**config.mk**
```make
export PLATFORM = sky130hd
export DESIGN_NAME = imm_encoder
export DESIGN_NICKNAME = d
export VERILOG_FILES = /design/src/rtl/imm_encoder.sv
export SDC_FILE = /design/constraint.sdc
export NUM_CORES = 1
export LEC_CHECK = 0
export ABC_AREA = 1
export CORE_ASPECT_RATIO = 1.1
export CORE_MARGIN = 2
export CORE_UTILIZATION = 50
export CTS_CLUSTER_DIAMETER = 30
export CTS_CLUSTER_SIZE = 25
export DETAILED_ROUTE_END_ITERATION = 10
export GPL_ROUTABILITY_DRIVEN = 0
export GPL_TIMING_DRIVEN = 1
export PLACE_DENSITY = 0.85
export SYNTH_ARGS = -nofsm -noshare
export SYNTH_HDL_FRONTEND = slang
export SYNTH_SLANG_ARGS = --single-unit
export TNS_END_PERCENT = 5
```
**constraint.sdc**
```tcl
create_clock -name clk -period 3.8 [get_ports clk]
set_clock_uncertainty 0.15 [all_clocks]
set_input_delay 0.76 -clock clk [delete_from_list [all_inputs] [get_ports clk]]
set_output_delay 0.76 -clock clk [all_outputs]
set_load 0.1 [all_outputs]
```
**src/rtl/imm_encoder.sv**
```systemverilog
`default_nettype none
// ============================================================================
// Module   : imm_encoder
// Brief    : Inserts immediates into RV64 instruction templates; LI mode emits
//            a LUI(+ADDIW) pair for a signed 32-bit constant.
// Revision : 1.0
// ============================================================================

package CorePack;
    typedef logic [63:0] data_t;
    typedef enum logic [2:0] {
        IMM0   = 3'd0,
        I_IMM  = 3'd1,
        S_IMM  = 3'd2,
        B_IMM  = 3'd3,
        U_IMM  = 3'd4,
        UJ_IMM = 3'd5
    } imm_op_enum;
endpackage

module imm_encoder #(
    parameter int INST_W = 32
) (
    input  logic                 clk,
    input  logic                 rstn,
    input  logic                 in_valid,
    output logic                 in_ready,
    input  logic                 in_li,
    input  CorePack::imm_op_enum in_imm_op,
    input  CorePack::data_t      in_imm,
    input  logic [INST_W-1:0]    in_tmpl,
    output logic                 out_valid,
    input  logic                 out_ready,
    output logic [INST_W-1:0]    out_inst,
    output logic                 out_err,
    output logic                 out_last
);

    typedef enum logic [1:0] {
        EMPTY = 2'd0,
        ONE   = 2'd1,
        HI    = 2'd2
    } state_t;

    state_t              state_q;
    logic [INST_W-1:0]   inst_q;
    logic [INST_W-1:0]   pend_q;
    logic                err_q;
    logic                last_q;

    logic [INST_W-1:0]   inst_d;
    logic                err_d;
    logic                last_d;
    logic                two_beat_d;
    logic                accept;

    logic                fit12;
    logic                fit13;
    logic                fit21;
    logic                fit32;
    logic [31:0]         li_sum;
    logic [4:0]          rd;
    logic [INST_W-1:0]   lui_inst;
    logic [INST_W-1:0]   addiw_inst;

    assign fit12 = (in_imm == {{52{in_imm[11]}}, in_imm[11:0]});
    assign fit13 = (in_imm == {{51{in_imm[12]}}, in_imm[12:0]});
    assign fit21 = (in_imm == {{43{in_imm[20]}}, in_imm[20:0]});
    assign fit32 = (in_imm == {{32{in_imm[31]}}, in_imm[31:0]});

    // Rounding by 0x800 compensates for ADDIW sign-extending its 12-bit field;
    // the wrap at 0x7FFFF800 is harmless because ADDIW works on 32 bits.
    assign li_sum     = in_imm[31:0] + 32'h0000_0800;
    assign rd         = in_tmpl[11:7];
    assign lui_inst   = {li_sum[31:12], rd, 7'b0110111};
    assign addiw_inst = {in_imm[11:0], rd, 3'b000, rd, 7'b0011011};

    always_comb begin
        inst_d     = in_tmpl;
        err_d      = 1'b0;
        last_d     = 1'b1;
        two_beat_d = 1'b0;
        if (in_li) begin
            inst_d     = lui_inst;
            err_d      = !fit32;
            two_beat_d = fit32 && (in_imm[11:0] != 12'h000);
            last_d     = !two_beat_d;
        end else begin
            case (in_imm_op)
                CorePack::I_IMM: begin
                    inst_d = {in_imm[11:0], in_tmpl[19:0]};
                    err_d  = !fit12;
                end
                CorePack::S_IMM: begin
                    inst_d = {in_imm[11:5], in_tmpl[24:12], in_imm[4:0], in_tmpl[6:0]};
                    err_d  = !fit12;
                end
                CorePack::B_IMM: begin
                    inst_d = {in_imm[12], in_imm[10:5], in_tmpl[24:12],
                              in_imm[4:1], in_imm[11], in_tmpl[6:0]};
                    err_d  = in_imm[0] || !fit13;
                end
                CorePack::U_IMM: begin
                    inst_d = {in_imm[31:12], in_tmpl[11:0]};
                    err_d  = (in_imm[11:0] != 12'h000) || !fit32;
                end
                CorePack::UJ_IMM: begin
                    inst_d = {in_imm[20], in_imm[10:1], in_imm[11],
                              in_imm[19:12], in_tmpl[11:0]};
                    err_d  = in_imm[0] || !fit21;
                end
                default: begin
                    inst_d = in_tmpl;
                end
            endcase
        end
    end

    assign in_ready = rstn && (state_q != HI) && ((state_q == EMPTY) || out_ready);
    assign accept   = in_valid && in_ready;

    always_ff @(posedge clk or negedge rstn) begin
        if (!rstn) begin
            state_q <= EMPTY;
            inst_q  <= '0;
            pend_q  <= '0;
            err_q   <= 1'b0;
            last_q  <= 1'b0;
        end else if (accept) begin
            inst_q  <= inst_d;
            err_q   <= err_d;
            last_q  <= last_d;
            pend_q  <= addiw_inst;
            state_q <= two_beat_d ? HI : ONE;
        end else if (out_ready) begin
            case (state_q)
                HI: begin
                    inst_q  <= pend_q;
                    err_q   <= 1'b0;
                    last_q  <= 1'b1;
                    state_q <= ONE;
                end
                ONE:     state_q <= EMPTY;
                default: state_q <= state_q;
            endcase
        end
    end

    assign out_valid = (state_q != EMPTY);
    assign out_inst  = inst_q;
    assign out_err   = err_q;
    assign out_last  = last_q;

endmodule

`default_nettype wire

```
==> results of run 1 <==
[stage by stage]
stage	total power [mW]	setup WS, ns	utilization (%)
CTS	3.85	0.950	70.6
floorplan	2.78	1.04	-
global route	4.03	0.776	70.6
global placement	3.42	0.741	69.3
detailed placement	3.46	0.691	69.3
finish	3.86	0.938	70.6
[synthesized netlist by cell type (2+ instances only)]
cell type	instances	share of area [%]
nand2_1	206	18
nor2_1	106	9.0
inv_1	73	6.2
o21ai_0	58	6.6
dfrtp_1	54	31
nand3_1	51	5.8
a21oi_1	25	2.8
inv_2	17	1.5
o21ai_1	15	1.7
nand4_1	12	1.7
o22ai_1	11	1.6
buf_2	9	1.0
nor2_4	9	2.3
o211ai_1	8	1.4
nor3_1	7	0.80
buf_4	6	1.0
xor2_1	6	1.2
clkbuf_1	4	0.34
ha_1	3	0.85
nand2_2	3	0.43
nand2_4	3	0.77
nand3_2	3	0.68
a31oi_1	2	0.28
a32o_1	2	0.46
o2111ai_1	2	0.40
o221ai_1	2	0.40
or2_2	2	0.28
[critical path, delay by kind of cell]
family                   cells  cell delay [ns]
AO/OA/AOI/OAI                2             0.16
adder cells (fa/ha/maj)      1             0.26
buffers and inverters        2             0.87
AND/OR/NAND/NOR              8             0.85
[routing by layer]
metal	GRT usage [%]	up-vias	wire length, µm
li1	-	2570	-
met1	39.3	2454	5840
met2	54.5	349	7200
met3	2.73	46	1330
met4	14.9	0	487
met5	0	-	0
[kinds of logic (layout without fill, tap and decap cells)]
logic type	Yosys count	after routing	share of synthesized area (%)
buffers and inverters	110	243	10.2
flip-flops	54	54	30.7
AO/OA/AOI/OAI	132	132	17.2
AND/OR/NAND/NOR	405	405	39.9
XOR/XNOR	6	6	1.19
adder cells (fa/ha/maj)	3	3	0.853
[registers in the layout (all words and copies together), names as in the netlist]
| name | cells |
|---|---|
| state_q | 2 |
| out_err | 1 |
| out_inst | 32 |
| out_last | 1 |
| pend_q | 18 |
[area by class of cell]
type | instances | area [µm²] | share of cell area [%]
inverters | 91 | 342 | 5.73
repair buffers | 144 | 1420 | 23.8
clock inverters | 2 | 37.5 | 0.629
well taps | 111 | 139 | 2.33
multi-input cells | 546 | 2600 | 43.6
flip-flops and latches | 54 | 1350 | 22.7
clock buffers | 6 | 72.6 | 1.22
[report_power, final]
part | total, mW | switching [mW] | leakage [nW] | internal [mW]
clock | 0.394 | 0.197 | 0.0514 | 0.197
combinational | 2.48 | 1.88 | 2.08 | 0.605
sequential | 0.983 | 0.147 | 0.652 | 0.836
total | 3.86 | 2.22 | 2.78 | 1.64
[how the worst min path moves through the flow]
| stage | endpoint | cells past startpoint |
|---|---|---|
| 2_1_floorplan | pend_q[21] | 2 |
| 3_3_place_gp | pend_q[21] | 2 |
| 5_1_grt | out_inst[0] | 2 |
| 4_1_cts | pend_q[31] | 2 |
| 6_report | out_inst[4] | 2 |
| 3_5_place_dp | pend_q[31] | 2 |
==> reports/metrics.cfg, run 1 <==
[global_routing]
overflow = 0
grt_max_degree = 55
grt_first_pass_wirelength_mm = 24.0
first_global_vias = 5145
antenna_found_initial = 0
gr-usage-all-layers_pct = 31.3

[timing]
finalSetupTns_ns = 0
period_share_pct = 75.3
hold_viol = 0
worst_pin_slew_ns = 0.988
hold-worst-slack_ns = 0.339
max_freq_ghz = 0.349
rsz0062_at_grt = false
finalSetupViolations = 0
slew_viol_final = 0
slew_headroom_pct = 33.9
period_minus_slack_ns = 2.86

[synthesis]
synth.ff_latch_count = 54
ys_types = 38
synth_edf_count = 0
ys_seq_area_share_pct = 30.7
synth_warnings = 0
syn_inst = 710
synth_area_mm2 = 0.00440
async_flop_share_pct = 100
avgSynthCellArea_um2 = 6.20
syn_nets = 817
ys.flop_type = dfrtp_1

[routing]
via_count = 5419
first_pass_iters = 6
postRouteAntennaNets = 0
drc = 0
avgViaCountPerCell = 5.68
drt_iter0_markers = 545
drt_wl_total_mm = 14.9
post_drt_wl_per_cell_um = 15.6

[worst_setup_path]
setup.worst_path.start_class = input pin
r2r_start = state_q[1]
crit_path_end_kind = flip-flop
slowest_delay_ns = 0.80
cp.arrival_ns = 2.91
worstSetupStartpoint = in_imm[12]
cp-endpoint = out_inst[25]
crit_chain = clkdlybuf4s50_1 -> ha_1 -> nand2_1 -> nor2_4 -> nand2_4 -> nor2_4 -> nand2_4 -> nor2_4 -> nand2_1 -> clkinv_1 -> o21ai_0 -> nand2_1 -> o211ai_1
slowest_stage = clkdlybuf4s50_1
r2r_cells = 10
path_max_fanout = 12
worstSetupPathType = input pin to flip-flop
regToRegSetupSlack_ns = 1.44
crit_required_ns = 3.85
r2r_end = out_inst[31]

[die]
coreArea_mm2 = 0.00845
start_util_pct = 52.1
die_y_um = 102
num_rows = 35
die_area_mm2 = 0.00957
die_width_um = 93.4
io_pins = 140

[cells_and_area]
fillerInstances = 734
antenna_cells = 0
drive_gt1_share_pct = 6.64
fin_cells = 954
layout_commonest_cell = nand2_1
syn_to_final_growth_pct = 35.6
fin_nets = 949
post-route-cell-area_mm2 = 0.00596
mostFrequentLayoutCells = 206 x nand2_1, 137 x clkdlybuf4s50_1, 106 x nor2_1

[clocking]
numCtsBuffers = 5
cts_sinks = 54
postCtsSetupBuffers = 0
clk_pin_slew_ns = 0.10
clockBufferDepth = 2
insertion_delay_ns = 0.31
htreeDepth = 2
cts_hold_repair.buffers = 0
cts_tree = built
ctsResizeCount = 0
cts_root_buf = clkbuf_8

[pwr]
vdd_drop_max_uv = 298
p_leak_nw = 2.78
power.density_mw_per_mm2 = 647

[run]
maxCapViolCount = 0

[place]
placement.cell_area_mm2 = 0.00585
dp_cells = 946
dp_hpwl_mm = 11.5
numPortBuffers = 139

[run_status]
outcome = finished, final reports clean

[min_path]
hp-class = flip-flop to flip-flop
hold_start = out_inst[4]

(Power assumes the default switching activity.)
==> run 2: changes to the inputs <==
- CORE_UTILIZATION: 50 -> 48
- PLACE_DENSITY: 0.85 -> 0.82
- clock period: 3.8 -> 3 ns (I/O delays scaled with it)
==> reports/metrics.cfg, run 2 (same netlist as run 1, synthesis figures left out) <==
[worst_setup_path]
worstSetupPathType = input pin to flip-flop
worst-path-buf-inv = 3  ; +1
setup.worst_path.start_class = input pin
slowest_stage = clkdlybuf4s50_1
crit_path_end_kind = flip-flop
crit_chain = clkdlybuf4s50_1 -> buf_4 -> inv_2 -> nand2_1 -> nand2_1 -> nor2_1 -> nand2_1 -> nor2_1 -> nand3_1 -> nor2_1 -> nor2_1 -> nor2_1 -> nand2_1 -> nand2_1 -> nand2_1
cp.arrival_ns = 2.51  ; -0.40 ns
path_max_fanout = 14  ; +2
slowest_delay_ns = 0.51  ; -0.29 ns
cpMostUsedCell = nand2_1
crit_required_ns = 3.07  ; -0.78 ns
cp_top_family = simple AND/OR/NAND/NOR gates

[routing]
avgViaCountPerCell = 5.53  ; -2.6%
wl_met3_mm = 1.10  ; -17%
dr.max_layer_used = met4
post_drt_wl_per_cell_um = 15.1  ; -3.3%
postRouteAntennaNets = 0  ; unchanged
drt_wl_total_mm = 14.5  ; -2.4%
drt_iter0_markers = 429  ; -21%
drc = 0  ; unchanged
drt-met1-wl_mm = 5.93  ; +1.4%
via_count = 5330  ; -1.6%
first_pass_iters = 5  ; -1
met2_length_mm = 6.81  ; -5.3%

[clocking]
clockBufferDepth = 2  ; unchanged
postCtsSetupBuffers = 0  ; unchanged
cts_root_buf = clkbuf_8
cts_hold_repair.buffers = 0  ; unchanged
htreeDepth = 2  ; unchanged
insertion_delay_ns = 0.31  ; about the same
numCtsBuffers = 5  ; unchanged
cts_tree = built
cts_sinks = 54  ; unchanged
clk_pin_slew_ns = 0.09  ; about the same
ctsResizeCount = 0  ; unchanged

[die]
die_width_um = 95.3  ; +2.0%
coreArea_mm2 = 0.00887  ; +5.0%
die_area_mm2 = 0.00995  ; +4.0%
start_util_pct = 49.6  ; -2.5 points
die_y_um = 104  ; +2.0%
num_rows = 36  ; +2.9%
io_pins = 140  ; unchanged

[pwr]
p_switching_mw = 2.80  ; +26%
finalPower_mw = 4.75  ; +23%
p_leak_nw = 2.85  ; +2.4%
p_comb_share_pct = 64.9  ; +0.6 points
power.density_mw_per_mm2 = 803  ; +24%
switching_share_pct = 58.9  ; +1.3 points
pwr-share-seq_pct = 26.2  ; +0.7 points
power_frac_clock_pct = 8.9  ; -1.3 points
p_int_mw = 1.95  ; +19%
vdd_drop_max_uv = 497  ; +67%

[timing]
period_share_pct = 81.5
slew_headroom_pct = 55.2  ; +21 points
finalSetupTns_ns = 0  ; unchanged
rsz0062_at_grt = false
hold_viol = 0  ; unchanged
worst_pin_slew_ns = 0.673  ; -0.315 ns
period_minus_slack_ns = 2.45
max_freq_ghz = 0.409
finalSetupViolations = 0  ; unchanged
slew_viol_final = 0  ; unchanged
hold-worst-slack_ns = 0.285  ; -0.0539 ns

[cells_and_area]
largest_register_ffs = 32  ; unchanged
mostFrequentLayoutCells = 206 x nand2_1, 106 x nor2_1, 102 x clkdlybuf4s50_1
antenna_cells = 0  ; unchanged
fin_cells = 963  ; +0.94%
drive_gt1_share_pct = 11.4  ; +4.8 points
syn_to_final_growth_pct = 34.6
layout_commonest_cell = nand2_1
fin_nets = 955  ; +0.63%

[run_status]
outcome = finished, final reports clean

[place]
dp_cells = 955  ; +0.95%
dp_hpwl_mm = 11.6  ; +1.1%
numPortBuffers = 139  ; unchanged

[min_path]
hp-class = input pin to asynchronous set/reset pin

[global_routing]
antenna_found_initial = 0  ; unchanged
overflow = 0  ; unchanged
first_global_vias = 5022  ; -2.4%
gr-usage-all-layers_pct = 29.1  ; -2.1 points
grt_first_pass_wirelength_mm = 23.3  ; -3.1%
grt_max_degree = 55  ; unchanged

[run]
maxCapViolCount = 0  ; unchanged

-- run 2: changes by cell type in the layout (fill, tap and decap cells not counted), sizes merged --
| cell | change |
|---|---|
| clkinvlp | -1 |
| clkinv | +1 |
| clkbuf | +1 |
| clkdlybuf4s50 | -35 |
| buf | +41 |
| bufinv | -1 |
-- run 2: path summary, 6_finish.rpt --
path,from,endpoint,slack (ns),cells past startpoint
max,in_imm[11],out_err,0.55,15
min in group clk,pend_q[28],pend_q[28],0.34,2
min,rstn,out_inst[17],0.29,2
max reg2reg,state_q[0],out_inst[3],0.92,11
max in group asynchronous,rstn,out_inst[26],1.97,2
min reg2reg,pend_q[28],pend_q[28],0.34,2
-- run 2: stage by stage --
stage	instance area, µm²	utilization, %	worst slack (ns)
final	5920	66.7	0.555
after CTS	5920	66.7	0.592
after detailed placement	5830	65.7	0.274
after global placement	5830	65.7	0.254
after global routing	5920	66.7	0.382
after floorplan	4400	-	0.244
-- run 2: final cells by class --
| cell class | count | area [µm²] |
|---|---|---|
| fillers | 797 | 2950 |
| multi-input cells | 546 | 2600 |
| repair buffers | 150 | 1390 |
| flip-flops and latches | 54 | 1350 |
| inverters | 91 | 342 |
| well taps | 114 | 143 |
| clock buffers | 7 | 86.3 |
| clock inverters | 1 | 5.00 |
-- run 2: worst reg2reg max path: stages, from the launching register on --
cell and delay (ns):
dfrtp_1 0.38, inv_2 0.09, nand2_1 0.09, o21ai_1 0.10, nand2_1 0.08, inv_2 0.10
nand2_4 0.14, nand2_2 0.11, inv_2 0.20, buf_4 0.25, a221oi_2 0.22, nor2_1 0.08
-- run 2: layer usage --
metal  track usage [%]  vias to the layer above
li1                  -                     2584
met1              37.4                     2373
met2              47.4                      308
met3              2.83                       65
met4              15.7                        0
met5                 0                        -
-- run 2: power groups by stage --
stage	combinational [mW]	sequential [mW]	clock (mW)
after floorplan	0.695	2.83	0
after global placement	3.04	1.24	0
after detailed placement	3.08	1.26	0
after CTS	3.08	1.25	0.417
after global routing	3.24	1.28	0.451
final	3.08	1.25	0.424
==> run 3: changes to the inputs <==
- clock period: 3 -> 2.5 ns (I/O delays scaled with it)
==> reports/metrics.cfg, run 3 (same netlist as run 1, synthesis figures left out) <==
[cells_and_area]
largest_register_ffs = 32  ; unchanged
syn_to_final_growth_pct = 39.9
mostFrequentLayoutCells = 205 x nand2_1, 106 x nor2_1, 102 x clkdlybuf4s50_1
drive_gt1_share_pct = 14.5  ; +3.1 points
fin_nets = 983  ; +2.9%
antenna_cells = 0  ; unchanged
layout_commonest_cell = nand2_1
post-route-cell-area_mm2 = 0.00615  ; +4.0%
fin_cells = 991  ; +2.9%

[place]
dp_hpwl_mm = 12.0  ; +3.5%
dp_cells = 983  ; +2.9%
numPortBuffers = 139  ; unchanged
placement.cell_area_mm2 = 0.00604  ; +3.6%

[timing]
hold_viol = 0  ; unchanged
slew_viol_final = 0  ; unchanged
worst_pin_slew_ns = 0.654  ; -0.0183 ns
slew_headroom_pct = 56.4  ; +1.2 points
max_freq_ghz = 0.433
rsz0062_at_grt = false
period_minus_slack_ns = 2.31
finalSetupViolations = 0  ; unchanged
period_share_pct = 92.4

[die]
io_pins = 140  ; unchanged
num_rows = 36  ; unchanged
coreArea_mm2 = 0.00887  ; unchanged
die_area_mm2 = 0.00995  ; unchanged
die_width_um = 95.3  ; unchanged
die_y_um = 104  ; unchanged
start_util_pct = 49.6  ; unchanged

[worst_setup_path]
crit_path_end_kind = flip-flop
cp.arrival_ns = 2.37  ; -0.14 ns
crit_required_ns = 2.56  ; -0.51 ns
path_max_fanout = 9  ; -5
setup.worst_path.start_class = input pin
worstSetupPathType = input pin to flip-flop

[min_path]
hp-class = input pin to asynchronous set/reset pin

[clocking]
numCtsBuffers = 5  ; unchanged
clockBufferDepth = 2  ; unchanged
insertion_delay_ns = 0.31  ; about the same
postCtsSetupBuffers = 0  ; unchanged
cts_root_buf = clkbuf_8
cts_sinks = 54  ; unchanged
htreeDepth = 2  ; unchanged
ctsResizeCount = 0  ; unchanged
cts_hold_repair.buffers = 0  ; unchanged
clk_pin_slew_ns = 0.11  ; +0.02 ns
cts_tree = built

[run_status]
outcome = finished, final reports clean

[pwr]
p_switching_mw = 3.38  ; +21%
pwr-share-seq_pct = 25.7  ; -0.5 points
power_frac_clock_pct = 10.2  ; +1.3 points
p_leak_nw = 2.98  ; +4.8%
power.density_mw_per_mm2 = 949  ; +18%
vdd_drop_max_uv = 543  ; +9.2%
switching_share_pct = 57.9  ; -0.93 points
p_int_mw = 2.46  ; +26%
p_comb_share_pct = 64.1  ; -0.8 points

[routing]
drt_iter0_markers = 481  ; +12%
post_drt_wl_per_cell_um = 15.1  ; +0.14%
via_count = 5443  ; +2.1%
postRouteAntennaNets = 0  ; unchanged
drc = 0  ; unchanged
first_pass_iters = 5  ; unchanged
avgViaCountPerCell = 5.49  ; -0.77%
drt_wl_total_mm = 14.9  ; +3.0%

[global_routing]
antenna_found_initial = 0  ; unchanged
grt_first_pass_wirelength_mm = 24.3  ; +4.3%
overflow = 0  ; unchanged
first_global_vias = 5208  ; +3.7%
grt_max_degree = 55  ; unchanged
gr-usage-all-layers_pct = 30.3  ; +1.2 points

[run]
maxCapViolCount = 0  ; unchanged

[run 3: cell count changes in the layout (fill, tap and decap cells not counted), sizes merged]
cell	change
buf	+28
bufinv	+1
clkbuf	-2
clkinv	-1
clkinvlp	+2
[run 3: worst max-delay path, cell delays in order]
cell	delay [ns]
clkdlybuf4s50_1	0.51
buf_4	0.20
inv_2	0.13
nand2_1	0.08
nand2_1	0.06
nor2_1	0.09
nand2_1	0.05
nor2_1	0.22
nand3_1	0.11
nor2_1	0.10
nor2_1	0.05
nor2_1	0.10
nand2_1	0.06
nand2_1	0.06
nand2_1	0.04
[run 3: area by class of cell]
cell class,count,area (µm²)
multi-input cells,546,2600
repair buffers,178,1600
well taps,114,143
clock inverters,3,45.0
clock buffers,5,68.8
inverters,91,342
flip-flops and latches,54,1350
fillers,792,2720
[run 3: final timing paths]
| kind | start | to | slack [ns] | cells past startpoint |
|---|---|---|---|---|
| worst max-delay path | in_imm[11] | out_err | 0.19 | 15 |
| worst min-delay path | rstn | out_last | 0.18 | 2 |
| worst max register to register | state_q[1] | out_inst[30] | 0.57 | 11 |
| max in group asynchronous | rstn | out_inst[29] | 1.59 | 2 |
| worst min register to register | pend_q[28] | pend_q[28] | 0.34 | 2 |
| min in group clk | pend_q[28] | pend_q[28] | 0.34 | 2 |
[run 3: per-layer routing]
| metal | part of all wire, % | track usage, % | vias up |
|---|---|---|---|
| li1 | - | - | 2634 |
| met1 | 41 | 39.2 | 2474 |
| met5 | 0 | 0 | - |
| met2 | 48 | 50.7 | 283 |
| met3 | 7.2 | 2.61 | 52 |
| met4 | 4.1 | 13.9 | 0 |
[run 3: power groups by stage]
stage | clock, mW | combinational [mW] | sequential, mW
floorplan | 0 | 0.837 | 3.39
CTS | 0.596 | 3.74 | 1.50
global placement | 0 | 3.70 | 1.50
detailed placement | 0 | 3.74 | 1.51
global route | 0.634 | 3.93 | 1.54
finish | 0.595 | 3.74 | 1.50
[run 3: stage by stage]
step	setup WS (ns)	power, mW	hold slack [ns]	utilization [%]	TNS [ns]
final	0.189	5.84	0.181	69.4	0
after global placement	-0.0795	5.19	0.309	68.1	-0.0795
after detailed placement	-0.0871	5.25	0.315	68.1	-0.107
after global routing	0.0337	6.11	0.234	69.4	0
after floorplan	0.0481	4.23	0.0544	-	0
after CTS	0.239	5.84	0.211	69.4	0
